--- src/rtl/cla_pipe_adder.sv ---
// Two-stage pipelined carry-lookahead adder/subtractor with valid/ready flow control.
// Optional macro CLA_SAT_EN enables signed saturation of the result on overflow.
module cla_pipe_adder #(
  parameter int WIDTH = 16
) (
  input  logic             clk,
  input  logic             rst_n,
  input  logic             in_valid,
  output logic             in_ready,
  input  logic [WIDTH-1:0] a,
  input  logic [WIDTH-1:0] b,
  input  logic             cin,
  input  logic             sub,
  output logic             out_valid,
  input  logic             out_ready,
  output logic [WIDTH-1:0] sum,
  output logic             cout,
  output logic             ovf
);

  localparam int NGRP = WIDTH / 4;
  localparam int NBLK = (NGRP + 3) / 4;

  if ((WIDTH % 4) != 0 || WIDTH < 4 || WIDTH > 64) begin : g_bad_width
    $error("cla_pipe_adder: WIDTH must be a multiple of 4 in 4..64");
  end

  function automatic logic grp_gen(input logic [3:0] g, input logic [3:0] p);
    return g[3] | (g[2] & p[3]) | (g[1] & p[2] & p[3]) | (g[0] & p[1] & p[2] & p[3]);
  endfunction

  // Sum-of-products lookahead carry out of position n (0..3), no ripple terms.
  function automatic logic la_carry(input logic [3:0] g, input logic [3:0] p,
                                    input logic c0, input int n);
    logic c;
    logic t;
    c = c0;
    for (int m = 0; m < 4; m++) if (m <= n) c &= p[m];
    for (int i = 0; i < 4; i++) begin
      if (i <= n) begin
        t = g[i];
        for (int m = 0; m < 4; m++) if (m > i && m <= n) t &= p[m];
        c |= t;
      end
    end
    return c;
  endfunction

  logic             s1_adv, accept, out_load;
  logic [WIDTH-1:0] bx, g_d, p_d;
  logic [NGRP-1:0]  gg_d, gp_d;
  logic             ce_d;

  logic             s1_valid_q, s1_ce_q;
  logic [WIDTH-1:0] s1_g_q, s1_p_q;
  logic [NGRP-1:0]  s1_gg_q, s1_gp_q;
`ifdef CLA_SAT_EN
  logic             s1_sign_q;
`endif

  assign s1_adv   = !s1_valid_q || !out_valid || out_ready;
  assign in_ready = s1_adv;
  assign accept   = in_valid && s1_adv;
  assign out_load = s1_valid_q && (!out_valid || out_ready);

  // NOTE: every signal written in always_comb gets a value on every path, so no latch is inferred.
  always_comb begin
    bx   = b ^ {WIDTH{sub}};
    ce_d = sub | cin;
    g_d  = a & bx;
    p_d  = a ^ bx;
    gg_d = '0;
    gp_d = '0;
    for (int k = 0; k < NGRP; k++) begin
      gg_d[k] = grp_gen(g_d[4*k +: 4], p_d[4*k +: 4]);
      gp_d[k] = &p_d[4*k +: 4];
    end
  end

  // NOTE: reset is synchronous and also clears the data registers, so no stale beat can reappear.
  always_ff @(posedge clk) begin
    if (!rst_n) begin
      s1_valid_q <= 1'b0;
      s1_ce_q    <= 1'b0;
      s1_g_q     <= '0;
      s1_p_q     <= '0;
      s1_gg_q    <= '0;
      s1_gp_q    <= '0;
`ifdef CLA_SAT_EN
      s1_sign_q  <= 1'b0;
`endif
    end else begin
      if (s1_adv) s1_valid_q <= in_valid;
      if (accept) begin
        s1_ce_q   <= ce_d;
        s1_g_q    <= g_d;
        s1_p_q    <= p_d;
        s1_gg_q   <= gg_d;
        s1_gp_q   <= gp_d;
`ifdef CLA_SAT_EN
        s1_sign_q <= a[WIDTH-1];
`endif
      end
    end
  end

  logic [4*NBLK-1:0] gg_pad, gp_pad;
  logic [NBLK-1:0]   blk_c;
  logic [NGRP:0]     gc;
  logic [WIDTH:0]    carry;
  logic [WIDTH-1:0]  sum_d;
  logic              cout_d, ovf_d;

  assign gg_pad = (4*NBLK)'(s1_gg_q);
  assign gp_pad = (4*NBLK)'(s1_gp_q);

  // Carries into each block of four groups: second lookahead level.
  if (NBLK > 1) begin : g_blk
    logic [3:0] blk_g, blk_p;
    always_comb begin
      blk_g    = '0;
      blk_p    = '0;
      blk_c    = '0;
      for (int j = 0; j < NBLK - 1; j++) begin
        blk_g[j] = grp_gen(gg_pad[4*j +: 4], gp_pad[4*j +: 4]);
        blk_p[j] = &gp_pad[4*j +: 4];
      end
      blk_c[0] = s1_ce_q;
      for (int j = 1; j < NBLK; j++) blk_c[j] = la_carry(blk_g, blk_p, s1_ce_q, j - 1);
    end
  end else begin : g_noblk
    assign blk_c = s1_ce_q;
  end

  always_comb begin
    gc    = '0;
    carry = '0;
    gc[0] = s1_ce_q;
    for (int k = 0; k < NGRP; k++)
      gc[k+1] = la_carry(gg_pad[4*(k/4) +: 4], gp_pad[4*(k/4) +: 4], blk_c[k/4], k % 4);
    for (int k = 0; k < NGRP; k++)
      for (int i = 0; i < 3; i++)
        carry[4*k+i+1] = la_carry(s1_g_q[4*k +: 4], s1_p_q[4*k +: 4], gc[k], i);
    for (int k = 0; k <= NGRP; k++) carry[4*k] = gc[k];

    sum_d  = s1_p_q ^ carry[WIDTH-1:0];
    cout_d = carry[WIDTH];
    ovf_d  = carry[WIDTH] ^ carry[WIDTH-1];
`ifdef CLA_SAT_EN
    if (ovf_d) sum_d = s1_sign_q ? {1'b1, {(WIDTH-1){1'b0}}} : {1'b0, {(WIDTH-1){1'b1}}};
`endif
  end

  // NOTE: sequential state uses non-blocking assignments so all registers update together.
  always_ff @(posedge clk) begin
    if (!rst_n) begin
      out_valid <= 1'b0;
      sum       <= '0;
      cout      <= 1'b0;
      ovf       <= 1'b0;
    end else if (out_load) begin
      out_valid <= 1'b1;
      sum       <= sum_d;
      cout      <= cout_d;
      ovf       <= ovf_d;
    end else if (out_ready) begin
      out_valid <= 1'b0;
    end
  end

endmodule
--- config.mk ---
export PLATFORM = sky130hd
export DESIGN_NAME = cla_pipe_adder
export DESIGN_NICKNAME = d
export VERILOG_FILES = /design/src/rtl/cla_pipe_adder.sv
export SDC_FILE = /design/constraint.sdc
export NUM_CORES = 1
export LEC_CHECK = 0
export ABC_AREA = 1
export BUFFER_PORTS_ARGS = -buffer_cell sky130_fd_sc_hd__buf_2
export CAP_MARGIN = 0
export CORE_MARGIN = 1
export CORE_UTILIZATION = 44
export DETAILED_ROUTE_END_ITERATION = 8
export PLACE_DENSITY = 0.74
export SYNTH_ARGS = -nofsm -noshare
export SYNTH_HDL_FRONTEND = slang
export SYNTH_SLANG_ARGS = --single-unit
--- constraint.sdc ---
create_clock -name clk -period 3.85 [get_ports clk]
set_input_delay 0.1925 -clock clk [delete_from_list [all_inputs] [get_ports clk]]
set_output_delay 0.1925 -clock clk [all_outputs]
set_load 0.02 [all_outputs]
# Word-level counts from Yosys, hierarchy flattened
# Cells that the tools add are included.
# totals
regBits	60
inputBits	38
out_inout_bits	20
word_cells	134
# classes
mux	2
bitwise_logic	110
n_reduce_logical	12
# op_table
op	n
1-bit AND	58
16-bit bitwise XOR	3
1-bit bitwise OR	47
16-bit AND	1
4-bit AND reduction	4
1-bit logical OR	3
1-bit logical AND	2
1-bit zero test	2
1-bit 2-to-1 mux	2
2-bit nonzero test	1
1-bit bitwise XOR	1

# Longest topological paths before layout
# Gate-level depths: netlist of run 1.
# depth
depth_word	13
mapped_depth	10
mapped_depth_nobuf	10

# Least setup slack after synthesis of run 1
# OpenSTA, ideal clock, no wires.
# synth_path
path_type	input to register
startpoint	in sub
endpoint	reg s1_gg_q[1] (netlist: gg_pad[1])
setup_time_ns	0.128
arrival_time_ns	1.343
required_time_ns	3.722
slack_ns	2.379
stages	10
path_buffers	2
cell_sequence	buf_2 -> buf_4 -> xor2_1 -> ha_1 -> nand2_1 -> inv_1 -> nand3_1 -> a31oi_1 -> a21oi_1 -> nor2_1
# synth_via
elab_chain_cells	6
elab_cells_between_ends	12
cone_classes	bitwise: 12
# synth_lines
element	line_no	source
start, declared	13	input logic sub,
16-bit bitwise XOR	68	bx = b ^ {WIDTH{sub}};
16-bit bitwise XOR	71	p_d = a ^ bx;
net p_d[5]	50	logic [WIDTH-1:0] bx, g_d, p_d;
1-bit AND (3 in a row)	29	return g[3] | (g[2] & p[3]) | (g[1] & p[2] & p[3]) | (g[0] & p[1] & p[2] & p[3]);
1-bit bitwise OR	29	
end signal, assigned	98	s1_gg_q <= gg_d;
end, declared	56	logic [NGRP-1:0] s1_gg_q, s1_gp_q;
# The timed path passes the listed nets, and every way through them passes these cells.
# A chain may end at the register's enable or synchronous reset.

# Final worst setup path of run 1
# layout_path
startpoint	reg out_valid
endpoint	reg s1_gg_q[2] (netlist: gg_pad[2])
# layout_via
elab_chain_cells	4
# layout_lines
element	line_no	source
start, declared	14	output logic out_valid,
start signal, assigned	157	out_valid <= 1'b0;
start signal, assigned	162	out_valid <= 1'b1;
start signal, assigned	167	out_valid <= 1'b0;
1-bit zero test	61	assign s1_adv = !s1_valid_q || !out_valid || out_ready;
1-bit logical OR (2 in a row)	61	
1-bit logical AND	63	assign accept = in_valid && s1_adv;
# Every way passes these cells.

==> results by group, run 1 <==
Final layout
  – Final nets: 465
  – Final Cell Area: ~0.0032 mm^2
  – Share of layout cells above drive strength 1: a little under a fifth
  – # fillers: between 500 and 600
  – Non-Filler Instances: 487
  – ANT cells: 0
  – Area grow syn2layout: 15.8%

STA
  – Max Transition Viols Final: 0
  – Slew HR: between 60% and 70%
  – Hold slack final: between 0.1 and 0.15 ns
  – Setup TNS: 0 ns
  – Setup violators final: 0
  – Fin. Hold Viols: 0
  – Period utilization: between 40% and 50%
  – Tmin final: approximately 1.7 ns
  – Worst Max-Slew Pin Slew: 0.591 ns
  – Fin Clk Skew: between 0.008 and 0.009 ns
  – RSZ-0062 raised after global routing: false
  – Fmax: between 0.5 and 0.6 GHz

Place
  – Cell Area, Placed: ~0.003 mm^2
  – Port Buffer Count: 57
  – Routability cong.: 0.808
  – Detail Placement HPWL: between 4000 and 5000 um
  – Dpl cells: about 470

Critical path
  – Startpoint types: flip-flop
  – CP endpoint kind: flip-flop
  – Slowest CP cell: inv_2
  – Reg2Reg Depth: 7
  – Crit path launch: out_valid
  – Critical Path Max Stage Delay: about 0.46 ns
  – Most used cell, CP: nor2_1
  – CP endpoint: gg_pad[2]
  – Critical path fanouts, max: 45
  – Worst R2R End: gg_pad[2]
  – CP Class: reg2reg
  – Worst R2R Start: out_valid
  – Critical path required time: slightly above 4 ns
  – Reg2Reg Setup Slack: roughly 2.1 ns
  – WP data arrival: 1.95 ns
  – Crit path cell chain: nand3_2 -> nand2_4 -> inv_2 -> nand2_1 -> a21oi_1 -> nor2_1 -> nor2_1

Synthesis
  – Mapped cell area: between 0.002 and 0.003 mm^2
  – Synth Warn #: 0
  – Syn_area_per_cell: approximately 7.8 um^2
  – Synth Flop Type: dfxtp_1
  – Syn_nets: 414
  – Synth area leaders: dfxtp_1 41%, nor2_1 9.1%, ha_1 9.0%, xor2_1 7.6%, o21ai_0 7.4%
  – Sequential area share after synthesis: between 40 and 50%
  – Synth Instances: around 360
  – FFs w/ async S/R, synth: 0%
  – Number of synthesized flops with an enable pin: 0
  – Post-synth top area share: between 40% and 50%
  – Yosys reg bits: 57
  – Leading area contributor after synthesis: dfxtp_1
  – Yosys cell types: 28

Pwr
  – PD cells: 429 mW/mm^2
  – Overall power: approximately 1400 uW
  – VDD IR max: between 0.2 and 0.25 mV
  – Static Leakage: between 0.0015 and 0.002 uW

Clocking
  – Clk_lat worst skew: ~0.33 ns
  – H-tree depth: 3
  – Clk sink count: 57
  – Cts bufs inserted: 9
  – Worst-path clk slew: around 0.06 ns
  – CTS root buf: clkbuf_8
  – Post-CTS setup buffers: 0
  – Clock Path Buffers: 2
  – Post-CTS Resized: 0
  – CTS tree: built
  – Post-CTS Hold Fix Bufs: 0

Worst hold path
  – Hold/Removal Path Class: in2reg

Global route
  – First-pass GRT wire length: just over 9000 um
  – Largest net degree at the start of global routing: 46
  – Initial antenna violation count: 0
  – Vias in the first global route: approximately 2,000
  – GRT overflow: 0
  – Overall global routing resource usage: about a fifth

Die
  – Rows: 28
  – Initial core utilization: between 40% and 50%
  – Die area: roughly 0.0066 mm^2
  – Die height: 81.3 um
  – Core area: about 0.0060 mm^2
  – Die width: ~81 um
  – I/O pin cnt: 58

Detailed routing
  – Total number of vias: 2,380
  – Vias/cell: 4.89
  – Routed wire length: roughly 5700 um
  – TritonRoute pass-1 iters: 4
  – Drt first-iter violations: between 100 and 150
  – Drt drc: 0
  – Wirelength per Cell: roughly 12 um
  – Post-DRT Antenna Nets: 0

Status
  – Status: finished clean

Job
  – Max_cap viols: 0
==> flip-flops by register name, indices dropped and copies added (netlist names) <==
signal / count
s1_g_q: 12
gp_pad: 4
gg_pad: 4
s1_p_q: 16
blk_c: 1
out_valid: 1
cout: 1
s1_valid_q: 1
ovf: 1
sum: 16
==> power by group <==
group	internal (uW)	switching (uW)
Combinational	103	158
Clock	229	221
Sequential	637	27.9
Total	969	407
==> logic make-up (layout without fill, tap and decap cells) <==
family | Yosys count | in the layout | share of synthesized area (%)
AOI/OAI and AO/OA | 88 | 88 | 16.5
xor gates and xnor gates | 25 | 25 | 7.90
adders and majority gates | 20 | 20 | 9.03
buffers and inverters | 43 | 99 | 7.05
DFF | 57 | 57 | 41.2
and+or+nand+nor | 123 | 123 | 18.3
==> per-stage QoR <==
stage | setup WS, ns | util, %
2_1_floorplan | 2.38 | -
3_3_place_gp | 2.13 | 50.9
3_5_place_dp | 2.07 | 50.9
4_1_cts | 2.12 | 53.5
5_1_grt | 1.95 | 53.5
6_report | 2.14 | 53.5
==> critical path, delay by kind of cell (launching register included) <==
| family | cells | cell delay (ns) |
|---|---|---|
| DFF | 1 | 0.33 |
| and+or+nand+nor | 5 | 0.65 |
| buffers and inverters | 1 | 0.46 |
| AOI/OAI and AO/OA | 1 | 0.16 |
==> Yosys cell counts (2+ instances only) <==
master	instances
a21o_1	2
a21oi_1	33
a31oi_1	3
buf_2	8
buf_4	2
buf_6	2
clkbuf_1	3
dfxtp_1	57
ha_1	20
inv_1	23
inv_2	2
nand2_1	36
nand3_1	9
nand4_1	6
nor2_1	67
o21ai_0	41
o21ai_1	6
o21bai_1	3
xor2_1	24
==> layout make-up <==
class	instances	area [um^2]	share of cell area [%]
multi-input cells	256	1430	44.7
flip-flops and latches	57	1140	35.6
repair buffers	57	285	8.90
clock buffers	12	135	4.21
inverters	26	97.6	3.04
well taps	75	93.8	2.93
clock inverters	4	20.0	0.624
==> metal layers <==
layer / GRT usage, % / vias to the layer above / share of wire, %
met3: 5.06 / 6 / 4.3
met1: 25.7 / 1055 / 49
met2: 28.3 / 45 / 45
met4: 5.89 / 0 / 1.1
met5: 0 / - / 0
li1: - / 1274 / -
==> how the worst min path moves through the flow <==
stage                from    endpoint  slack [ns]  depth (start not counted)
5_1_grt               cin       blk_c        0.12                          3
4_1_cts               cin       blk_c        0.12                          3
3_5_place_dp          cin       blk_c        0.45                          3
3_3_place_gp   s1_g_q[14]  s1_g_q[14]        0.45                          2
6_report              cin       blk_c        0.13                          3
2_1_floorplan         cin       blk_c        0.33                          2
==> layout by cell type (no fill, tap or decap), drive strengths merged <==
cell type,n
clkinv,5
ha,20
o21ai,47
a31oi,3
a21oi,33
nand3,10
inv,25
dfxtp,57
nand4,6
a21o,2
xnor2,1
or2,1
clkbuf,12
buf,57
o21bai,3
nor3,1
nand2,37
nor2,68
xor2,24
Power figures use the tool's default switching activity.
==> inputs of run 2 (changes only) <==
--- a/config.mk
+++ b/config.mk
@@ -5,7 +5,7 @@
 export SDC_FILE = /design/constraint.sdc
 export NUM_CORES = 1
 export LEC_CHECK = 0
-export ABC_AREA = 1
+export ABC_AREA = 0
 export BUFFER_PORTS_ARGS = -buffer_cell sky130_fd_sc_hd__buf_2
 export CAP_MARGIN = 0
 export CORE_MARGIN = 1
==> constraint.sdc (replaced) <==
create_clock -name clk -period 1.7 [get_ports clk]
set_input_delay 0.085 -clock clk [delete_from_list [all_inputs] [get_ports clk]]
set_output_delay 0.085 -clock clk [all_outputs]
set_load 0.02 [all_outputs]
==> run 2 against run 1 <==
Net effect:
- the flow now finishes with violations (setup timing)
- die area rose by 2.9%
- flip-flop and latch count did not move
- global-route usage rose by 1.7 points
- clock power rose to 2.9 times the previous value
- setup slack got worse by 2.4 ns
- sequential power rose by 120%
- synthesized area rose by 3.0%
- largest cell class unchanged
- largest power group unchanged
==> results by group, run 2 <==
Status
  – Status: complete, but fails checks
  – Failing checks: setup timing

Die
  – Core area: 0.00610 mm^2 (+1.8%)
  – Initial core utilization: 46.8% (+0.58 points)
  – I/O pin cnt: 58 (unchanged)
  – Die height: 82.5 um (+1.5%)
  – Die width: 82.5 um (+1.5%)
  – Rows: 28 (unchanged)
  – Die area: 0.00681 mm^2 (+2.9%)

STA
  – Slew HR: 67.0% (+6.7 points)
  – Period utilization: 114% (+70 points)
  – Fmax: 0.517 GHz (-12%)
  – Setup violators final: 7 (+7)
  – Hold slack final: 0.0469 ns (-0.0803 ns)
  – Fin. Hold Viols: 0 (unchanged)
  – Max Transition Viols Final: 0 (unchanged)
  – Worst Max-Slew Pin Slew: 0.495 ns (-0.0962 ns)
  – RSZ-0062 raised after global routing: true
  – Fin Clk Skew: 0.00769 ns (-0.000610 ns)
  – Final setup margin: -0.236 ns (-2.38 ns)
  – Tmin final: 1.94 ns (+0.229 ns)

Final layout
  – Non-Filler Instances: 485 (-0.41%)
  – Largest regs: s1_p_q: 16 flops, sum: 16 flops, s1_g_q: 12 flops
  – ANT cells: 0 (unchanged)
  – Leading cell type in the layout, fill and taps excluded: nand2_1
  – Fin util: 59.0% (+5.5 points)
  – Share of layout cells above drive strength 1: 24.9% (+6.7 points)
  – Area grow syn2layout: 26.0%
  – Final nets: 463 (-0.43%)
  – Most frequent cells in the layout: 82 x nand2_1, 57 x buf_2, 56 x dfxtp_1

Pwr
  – PD cells: 941 mW/mm^2 (+120%)
  – VDD IR max: 0.598 mV (+190%)
  – Static Leakage: 0.00159 uW (+2.0%)
  – Overall power: 3390 uW (+150%)

Detailed routing
  – Total number of vias: 2,508 (+5.4%)
  – Drt drc: 0 (unchanged)
  – Post-DRT Antenna Nets: 0 (unchanged)
  – TritonRoute pass-1 iters: 5 (+1)
  – Drt first-iter violations: 86 (-27%)
  – Wirelength per Cell: 13.3 um (+13%)
  – Vias/cell: 5.17 (+5.8%)
  – Routed wire length: 6450 um (+12%)

Synthesis
  – Synth Instances: 337 (-5.3%)
  – Synth area leaders: dfxtp_1 40%, nand2_1 11%, a21boi_1 10%, ha_1 8.8%, xor2_1 5.2%
  – Yosys cell types: 35 (+25%)
  – Number of synthesized flops with an enable pin: 0 (unchanged)
  – Sequential area share after synthesis: 40.0% (-1.2 points)
  – Post-synth top area share: 40.0% (-1.2 points)
  – Syn_area_per_cell: 8.47 um^2 (+8.8%)
  – Synth Flop Type: dfxtp_1
  – Syn_nets: 395 (-4.6%)
  – Synth cell count leaders: 82 x nand2_1, 57 x dfxtp_1, 39 x a21boi_1, 20 x ha_1, 17 x xor2_1
  – Synth Warn #: 0 (unchanged)
  – FFs w/ async S/R, synth: 0% (unchanged)
  – Most common cell in the synthesized netlist: nand2_1
  – Mapped cell area: 0.00285 mm^2 (+3.0%)
  – Leading area contributor after synthesis: dfxtp_1
  – Yosys reg bits: 57 (unchanged)

Global route
  – Vias in the first global route: 2,224 (+12%)
  – Met1 Track Usage GR: 28.8% (+3.1 points)
  – Largest net degree at the start of global routing: 38 (-17%)
  – Met3 Use GR: 4.29% (-0.77 points)
  – Overall global routing resource usage: 20.5% (+1.7 points)
  – GRT overflow: 0 (unchanged)
  – GRT Max-Usage Layer: met2
  – Met2 Use GR: 28.9% (+0.59 points)
  – Initial antenna violation count: 0 (unchanged)
  – First-pass GRT wire length: 10,300 um (+10%)

Critical path
  – Crit path cell chain: a21o_1 -> a21o_1 -> a21o_1 -> ha_2 -> o211ai_1 -> nand2_1 -> or4_4 -> o211a_1
  – CP Class: reg2reg
  – Worst Path Buf+Inv: 0 (-1)
  – Levels on crit path: 8 (+1)
  – Critical path required time: 1.91 ns (-2.18 ns)
  – Reg2Reg Depth: 8 (+1)
  – Reg2Reg Setup Slack: -0.24 ns (-2.38 ns)
  – Slowest CP cell: or4_4
  – Most used cell, CP: a21o_1
  – Startpoint types: flip-flop
  – WP data arrival: 2.15 ns (+0.20 ns)
  – CP endpoint kind: flip-flop
  – Critical path fanouts, max: 2 (-96%)
  – Critical Path Max Stage Delay: 0.42 ns (-0.04 ns)
  – Crit path max-delay family: compound AO/OA/AOI/OAI gates

Place
  – Dpl cells: 465 (-1.3%)
  – Detail Placement HPWL: 4540 um (+10%)
  – Routability cong.: 0.791 (-2.1%)
  – Place WS: -0.182 ns (-2.25 ns)
  – Port Buffer Count: 57 (unchanged)

Clocking
  – Clock Path Buffers: 2 (unchanged)
  – Post-CTS Hold Fix Bufs: 0 (unchanged)
  – H-tree depth: 3 (unchanged)
  – Clk_lat worst skew: 0.34 ns (about the same)
  – CTS tree: built
  – Clk sink count: 57 (unchanged)
  – Cts bufs inserted: 9 (unchanged)
  – CTS root buf: clkbuf_8
  – Worst-path clk slew: 0.06 ns (about the same)

Worst hold path
  – Worst hold stages: 3 (unchanged)
  – Hold/Removal Path Class: in2reg

Job
  – Max_cap viols: 0 (unchanged)
## run 2: cell types whose count changed after synthesis, moves of 5 or more
cell / delta
nor2_1: -54
nand2_1: +46
a21boi_1: +39
o21ai_0: -31
inv_1: -23
a21oi_1: -19
xor2_1: -7
nand4_1: -6
clkbuf_1: +5
nor2b_1: +5
## run 2: final timing paths
path | startpoint | endpoint
min reg2reg | sum[8] | sum[8]
max reg2reg | blk_c | ovf
min | in_valid | s1_valid_q
max | blk_c | ovf
## run 2: cell families after synthesis
kind of cell               Yosys count  share of synthesized area (%)
AOI/OAI and AO/OA                   85                           20.2
xor gates and xnor gates            21                           6.44
adders and majority gates           20                           8.77
buffers and inverters               19                           3.20
DFF                                 57                           40.0
and+or+nand+nor                    135                           21.4
## run 2: per-stage QoR
step | cell area [um^2] | TNS [ns]
final | 3600 | -0.676
after global routing | 3600 | -1.38
after global placement | 3290 | -0.277
after detailed placement | 3290 | -0.425
after CTS | 3540 | -0.345
after floorplan | 2860 | -0.172
## run 2: layout make-up
cell class              count  area (um^2)
fillers                   576         2500
clock buffers              14          173
inverters                   1         3.75
repair buffers             75          458
multi-input cells         261         1690
clock inverters             2         35.0
flip-flops and latches     57         1140
well taps                  75         93.8
## run 2: power breakdown
group          switching (uW)  internal (uW)  total [uW]
clock network             499            795        1290
registers                67.6           1420        1490
logic                     319            283         602
## run 2: routing by layer
metal / share of wire [%] / up-vias
met5: 0 / -
met3: 4.9 / 16
met2: 43 / 57
met1: 49 / 1136
li1: - / 1299
met4: 2.5 / 0
## run 2: worst min-delay path: cells and delay by family
family                 cells  cell delay [ns]
AO/OA/AOI/OAI              1             0.07
buffers and inverters      2             0.18
## run 2: repair_timing
item	in CTS	in global routing
cloned	0	0
gates resized for setup	8	8
pin swaps	8	7
setup endpoints to repair	6	8
buffers inserted	2	2
